[src/rtl/garage_door_ctrl_v2.sv]
`default_nettype none
`timescale 1ns/1ps
// ============================================================================
// Module      : garage_door_ctrl_v2
// Description : Single-door motor controller with Activate edge detection,
//               stop/resume, obstruction reversal, travel watchdog and
//               optional auto-close (enabled by defining AUTO_CLOSE_EN).
// Revision    : 2.0
// ============================================================================
module garage_door_ctrl_v2 #(
  parameter int MOVE_TIMEOUT      = 1000,
  parameter int AUTO_CLOSE_CYCLES = 5000,
  parameter int TIMER_W           = 16
) (
  input  logic       CLK,
  input  logic       RST,
  input  logic       UP_Max,
  input  logic       DN_Max,
  input  logic       Activate,
  input  logic       Obstruct,
  input  logic       Fault_Clr,
  output logic       UP_M,
  output logic       DN_M,
  output logic [2:0] Door_State,
  output logic       Fault,
  output logic [1:0] Fault_Code
);

  typedef enum logic [2:0] {
    S_IDLE  = 3'd0,
    S_UP    = 3'd1,
    S_DOWN  = 3'd2,
    S_STOP  = 3'd3,
    S_FAULT = 3'd4
  } state_t;

  localparam logic [TIMER_W-1:0] c_MOVE_LAST = TIMER_W'(MOVE_TIMEOUT - 1);
  localparam logic [TIMER_W-1:0] c_TIMER_MAX = '1;

  generate
    if ((MOVE_TIMEOUT < 1) || (AUTO_CLOSE_CYCLES < 1) ||
        (MOVE_TIMEOUT >= (2 ** TIMER_W)) || (AUTO_CLOSE_CYCLES >= (2 ** TIMER_W))) begin : g_bad_params
      $error("garage_door_ctrl_v2: timer parameters out of range");
    end
  endgenerate

  state_t             r_state;
  logic [TIMER_W-1:0] r_timer;
  logic               r_last_up;
  logic               r_act_q;
  logic [1:0]         r_fault_code;

  state_t             w_next_state;
  logic [1:0]         w_next_code;
  logic [TIMER_W-1:0] w_timer_next;
  logic [TIMER_W-1:0] w_timer_inc;
  logic               w_act_pulse;
  logic               w_conflict;
  logic               w_timeout;
  logic               w_state_change;

  assign w_act_pulse    = Activate & ~r_act_q;
  assign w_conflict     = UP_Max & DN_Max;
  assign w_timeout      = (r_timer == c_MOVE_LAST);
  assign w_state_change = (w_next_state != r_state);
  assign w_timer_inc    = (r_timer == c_TIMER_MAX) ? r_timer : r_timer + 1'b1;

`ifdef AUTO_CLOSE_EN
  localparam logic [TIMER_W-1:0] c_AUTO_LAST = TIMER_W'(AUTO_CLOSE_CYCLES - 1);
  logic w_auto_close;
  assign w_auto_close = UP_Max & ~Obstruct & (r_timer == c_AUTO_LAST);
`endif

  always_comb begin
    w_next_state = r_state;
    w_next_code  = r_fault_code;
    if (w_conflict && (r_state != S_FAULT)) begin
      w_next_state = S_FAULT;
      w_next_code  = 2'b10;
    end else begin
      unique case (r_state)
        S_IDLE: begin
          if (w_act_pulse) begin
            w_next_state = UP_Max ? S_DOWN : S_UP;
          end
`ifdef AUTO_CLOSE_EN
          else if (w_auto_close) begin
            w_next_state = S_DOWN;
          end
`endif
        end
        S_UP: begin
          if (UP_Max) begin
            w_next_state = S_IDLE;
          end else if (w_act_pulse) begin
            w_next_state = S_STOP;
          end else if (w_timeout) begin
            w_next_state = S_FAULT;
            w_next_code  = 2'b01;
          end
        end
        S_DOWN: begin
          if (DN_Max) begin
            w_next_state = S_IDLE;
          end else if (Obstruct) begin
            w_next_state = S_UP;
          end else if (w_act_pulse) begin
            w_next_state = S_STOP;
          end else if (w_timeout) begin
            w_next_state = S_FAULT;
            w_next_code  = 2'b01;
          end
        end
        S_STOP: begin
          if (w_act_pulse) begin
            w_next_state = r_last_up ? S_DOWN : S_UP;
          end
        end
        S_FAULT: begin
          if (Fault_Clr && !w_conflict) begin
            w_next_state = S_IDLE;
            w_next_code  = 2'b00;
          end
        end
        default: begin
          w_next_state = S_IDLE;
          w_next_code  = 2'b00;
        end
      endcase
    end
  end

  // Any state change restarts the count, including an obstruction reversal.
  always_comb begin
    w_timer_next = '0;
    if (!w_state_change) begin
      if ((r_state == S_UP) || (r_state == S_DOWN)) begin
        w_timer_next = w_timer_inc;
      end
`ifdef AUTO_CLOSE_EN
      else if ((r_state == S_IDLE) && UP_Max && !Obstruct) begin
        w_timer_next = w_timer_inc;
      end
`endif
    end
  end

  // r_act_q resets high so a button held through reset release is not a press.
  always_ff @(posedge CLK or negedge RST) begin
    if (!RST) begin
      r_state      <= S_IDLE;
      r_timer      <= '0;
      r_last_up    <= 1'b0;
      r_act_q      <= 1'b1;
      r_fault_code <= 2'b00;
    end else begin
      r_state      <= w_next_state;
      r_timer      <= w_timer_next;
      r_act_q      <= Activate;
      r_fault_code <= w_next_code;
      if (w_state_change && (w_next_state == S_UP)) begin
        r_last_up <= 1'b1;
      end else if (w_state_change && (w_next_state == S_DOWN)) begin
        r_last_up <= 1'b0;
      end
    end
  end

  assign Door_State = r_state;
  assign UP_M       = (r_state == S_UP);
  assign DN_M       = (r_state == S_DOWN);
  assign Fault      = (r_state == S_FAULT);
  assign Fault_Code = r_fault_code;

endmodule
`default_nettype wire

[config.mk]
export PLATFORM = sky130hd
export DESIGN_NAME = garage_door_ctrl_v2
export DESIGN_NICKNAME = d
export VERILOG_FILES = /design/src/rtl/garage_door_ctrl_v2.sv
export SDC_FILE = /design/constraint.sdc
export NUM_CORES = 1
export LEC_CHECK = 0
export ABC_AREA = 1
export CAP_MARGIN = 30
export CORE_MARGIN = 5
export CORE_UTILIZATION = 59
export CTS_BUF_LIST = sky130_fd_sc_hd__clkbuf_8
export CTS_CLUSTER_DIAMETER = 40
export CTS_CLUSTER_SIZE = 14
export DETAILED_ROUTE_END_ITERATION = 10
export PLACE_DENSITY = 0.82
export SETUP_SLACK_MARGIN = 0.05
export SLEW_MARGIN = 20
export SYNTH_ARGS = -nofsm -noshare
export SYNTH_HDL_FRONTEND = slang
export SYNTH_SLANG_ARGS = --single-unit
[constraint.sdc]
create_clock -name CLK -period 2.4 [get_ports CLK]
set_clock_uncertainty 0.1 [all_clocks]
set_input_delay 0.24 -clock CLK [delete_from_list [all_inputs] [get_ports CLK]]
set_output_delay 0.24 -clock CLK [all_outputs]
set_load 0.05 [all_outputs]
# After elaboration in Yosys (flattened, before gate mapping)
# Cells that the tools add are included.
[totals]
register_bits = 23
input_bits = 7
out_inout_bits = 8
wordCells = 60
[classes]
addsub = 1
n_eq_ne = 16
muxes = 25
n_bitwise = 3
n_reduce_logical = 10
[ops]
columns = ["op", "n"]
rows = [
  ["2-to-1 mux 16 bit", 3],
  ["2-to-1 mux 3 bit", 9],
  ["2-to-1 mux 2 bit", 9],
  ["adder 16 x 1 -> 16 bit, second input constant", 1],
  ["== test 16 x 10 -> 1 bit, second input constant", 1],
  ["== test 16 bit, second input constant", 1],
  ["one-hot mux 3 bit (5 select lines)", 1],
  ["== test 3 x 2 -> 1 bit, second input constant", 3],
  ["!= test 3 x 2 -> 1 bit, second input constant", 3],
  ["one-hot mux 2 bit (4 select lines)", 1],
  ["== test 3 x 1 -> 1 bit, second input constant", 2],
  ["!= test 3 bit, second input constant", 2],
  ["AND reduction 5 bit", 1],
  ["logical AND 1 bit", 4],
  ["== test 3 bit, second input constant", 1],
  ["zero test 3 bit", 1],
  ["!= test 3 x 1 -> 1 bit, second input constant", 1],
  ["!= test 3 bit", 1],
  ["AND 1 bit", 2],
  ["2-to-1 mux 1 bit", 2],
  ["!= test 2 x 1 -> 1 bit, second input constant", 1],
  ["nonzero test 2 bit", 1],
  ["OR reduction 2 bit", 1],
  ["zero test 1 bit", 1],
  ["other kinds (2)", 2],
]

# Longest topological paths before layout
[depth]
word_depth = 11
depth_mapped = 17
depth_no_buf = 17

# Worst setup path before layout
# OpenSTA, ideal clock, no wires.
[synth_timing]
kind = "reg2reg"
from = "register r_state[1] (netlist: Door_State[1])"
to = "register r_timer[0]"
setup_ps = 73
arrival_ps = 2313
required_ps = 2227
path_slack_ps = -86
stages_incl_launch_ff = 8
path_buffers = 0
period_less_slack_ps = 2486
path_cell_list = "dfrtp_1 > inv_2 > nor3_4 > inv_1 > nand2_2 > nand4_2 > or2_2 > a21oi_2"
[synth_rtl]
columns = ["element", "line_no", "source"]
rows = [
  ["start, declared", "47", "state_t r_state;"],
  ["start signal, assigned", "157", "r_state <= w_next_state;"],
  ["== test 3 x 2 -> 1 bit (*)", "--", ""],
  ["via DN_M", "23", "output logic DN_M,"],
  ["one-hot mux 3 bit (5 select lines)", "81", "unique case (r_state)"],
  ["2-to-1 mux 3 bit", "77", "if (w_conflict && (r_state != S_FAULT)) begin"],
  ["!= test 3 bit", "65", "assign w_state_change = (w_next_state != r_state);"],
  ["!= test 3 bit (no line) / 2-to-1 mux 16 bit (equally long branches)", "--", ""],
  ["end signal, assigned", "158", "r_timer <= w_timer_next;"],
  ["end, declared", "48", "logic [TIMER_W-1:0] r_timer;"],
]
# Mark *: on every way through the listed nets, which the timed path passes. The rest lies on a longest branch.
# A chain may end at the register's enable or synchronous reset.

# Worst setup path after layout
[layout_timing]
from = "register r_state[1] (netlist: Door_State[1])"
to = "output DN_M"
[layout_via]
elab_chain_cells = 1
[layout_lines]
columns = ["element", "line_no", "source"]
rows = [
  ["== test 3 x 2 -> 1 bit", "171", "assign DN_M = (r_state == S_DOWN);"],
  ["end, declared", "23", ""],
]
# No other way between the ends.

==> results.md <==
* Status: finished clean
* Max-slew violations at 0
* Max frequency at 446.4 MHz
* Unique masters post-synth at 32
* Max Cap Viol at 0
* Total grt overflow at 0
* Initial Utilization at 0.6146
* Min-Delay Path Class: input port to asynchronous set/reset pin
* Worst vdd ir at 0.001151 V
* Top FF cell, synth: dfrtp_1
* Synth-to-layout area growth at 18.41%
* Via count at 1,456
* Slew headroom at 0.5913
* Die ar. at 0.003697 mm2
* Clock buffer depth at 2
* Worst slew pin tran at 0.6112 ns
* Core outline area at 0.002477 mm2
* Largest net degree at the start of global routing at 19
* DR pass1 iterations at 5
* Number of routed nets with antenna violations at 0
* Post-DP HPWL at 2709 um
* CP startpoint kind: register
* Tmin final at 2.240 ns
* Synthesized flop and latch total at 23
* I/O pin cnt at 15
* DRC at 0
* Initial antenna violation count at 0
* Number of I/O port buffers at 14
* Setup repair after global routing missed its margin: false
* Worst Path Arrival at 1.90 ns
* Type of the worst setup path: register to output port
* First-pass GRT wire length at 5858 um
* Mean area per synthesized cell at 7.286 um2
* Post-synth EDFFs at 0
* Vias in the first global route at 1,385
* CTS Root Cell: clkbuf_8
* # hold bufs at CTS at 0
* Multi-input logic area at 829.5 um2
* CP required at 2.06 ns
* Clock sink count at 23
* Die W at 60.80 um
* Register area share after synthesis at 0.3788
* Post-Syn Nets at 217
* Crit Path Max Fanout at 6
* Cells after Synth at 209
* Site Rows at 18
* Pwr per Cell Area at 915.3 mW/mm2
* Static Leak at 0.8841 nW
* Ys async rst share at 1.000
* H-tree depth at 1
* GRT Util Overall at 0.2077
* Fin crit share at 0.9334
* Final setup viols at 0
* Worst-path clk slew at 0.09 ns
* Yosys warns at 0
* Die Ht at 60.80 um
* # fillers at 187
* TritonCTS buffer count at 3
* Initial DRC count at 105
* # diodes at 0
* Worst slack, placed at 0.09805 ns
* Synthesized area at 0.001523 mm2
* Seq. cell area at 579.3 um2
* Drt total wl at 3491 um
* Crit. End Element: output port
* Fin Setup TNS at 0 ns
* Fin. Hold Viols at 0
* Placer Congestion at 0.8884
* Fraction of layout cells with a size suffix above 1 at 0.1921
* Number of vias per cell at 5.622
* CTS tree: done
* Final WS setup at 0.1598 ns
* Drt wl/cell at 13.48 um
* Worst-Skew Late Latency at 0.26 ns
* Final nets at 238
## Yosys cell counts (3+ instances only)
| master | count | area [um2] |
|---|---|---|
| o211ai_1 | 4 | 30.03 |
| or2_2 | 3 | 18.77 |
| inv_2 | 3 | 11.26 |
| nor2_1 | 19 | 71.32 |
| a21oi_1 | 10 | 50.05 |
| nand4_1 | 5 | 31.28 |
| nand2_1 | 49 | 183.9 |
| a21oi_2 | 10 | 87.58 |
| nand2_2 | 4 | 25.02 |
| nand3_1 | 20 | 100.1 |
| o21ai_0 | 5 | 25.02 |
| dfrtp_1 | 22 | 550.5 |
| inv_1 | 31 | 116.4 |
## routing by layer
layer	routed length [um]	global-route usage	vias up
met5	0	0	-
met4	9	0.04644	0
met3	185	0.02979	2
met2	1786	0.3725	50
met1	1510	0.2636	683
li1	-	-	721
## layout make-up
type | instances | area share
Timing Repair Buffer | 19 | 0.1013
Sequential cell | 23 | 0.3213
Inverter | 34 | 0.07078
Clock inverter | 1 | 0.002776
Multi-Input combinational cell | 149 | 0.4601
Tap cell | 30 | 0.02082
Clock buffer | 3 | 0.02290
## final timing paths
kind,from,end,slack (ns),depth (start not counted)
worst max-delay path,Door_State[1],DN_M,0.16,3
worst min-delay path,RST,r_timer[5],0.26,1
worst max register to register,r_timer[0],r_timer[0],0.20,10
worst min register to register,Fault_Code[0],Fault_Code[0],0.41,1
max in group asynchronous,RST,r_timer[8],1.35,2
min in group CLK,Activate,r_act_q,0.31,1
## where the power goes
part	switching, mW	internal [mW]	leakage, nW	total [mW]
registers	0.0572	0.440	0.305	0.497
clock network	0.124	0.116	0.0255	0.240
logic	0.644	0.270	0.553	0.914
total	0.825	0.826	0.884	1.65
## worst max-delay path, stage by stage, from the launching register on
cell and delay, ns:
dfrtp_2 0.42, inv_2 0.08, nor3_4 0.28, clkdlybuf4s50_1 0.85
## cells by family after synthesis
logic type / share of synthesized area
compound gates: 0.1561
xor+xnor: 0.005753
fa+ha+maj: 0.008216
buf+inv: 0.09695
flops: 0.3788
simple gates: 0.3542
## state kept, by name, summed over array words and instances, names as in the netlist
signal and flops:
Fault_Code 2, r_last_up 1, r_timer 16, r_act_q 1
Door_State 3
## cells in the final DEF (no fill, tap or decap)
master,count
nand3_1,19
nand2_1,48
dlymetal6s2s_1,2
o21bai_1,1
o21ai_0,5
clkinv_2,1
o21a_1,2
dfrtp_1,20
clkbuf_8,3
nor3_4,1
dfrtp_2,2
xor2_1,1
buf_4,5
nor3_1,2
or2_2,3
inv_1,31
o211ai_1,4
nand3_2,3
nand2_2,5
o31ai_1,1
a21oi_1,9
nor2_1,18
ha_1,1
nor2_2,3
nand4_1,5
inv_2,3
dfstp_2,1
clkdlybuf4s50_1,12
nor2_4,1
nand4_4,1
nand2_8,1
a31oi_1,1
nand3b_1,2
a21oi_2,11
o221ai_1,1
## metrics by stage
step | cells | utilization | instance area, um2 | power (mW) | hold slack (ns)
floorplan | 209 | - | 1534 | 1.156 | -0.1556
global placement | 255 | 0.6980 | 1729 | 1.360 | 0.3798
detailed placement | 255 | 0.6980 | 1729 | 1.374 | 0.3922
CTS | 259 | 0.7167 | 1775 | 1.614 | 0.2720
global route | 259 | 0.7278 | 1803 | 1.758 | 0.2893
finish | 259 | 0.7278 | 1803 | 1.650 | 0.2580
## repair_timing
action / 4_1_cts / 5_1_grt
resized for setup: 0 / 7
buffers inserted: 0 / 0
setup endpoints to repair: 0 / 10
Power figures use the tool's default switching activity.
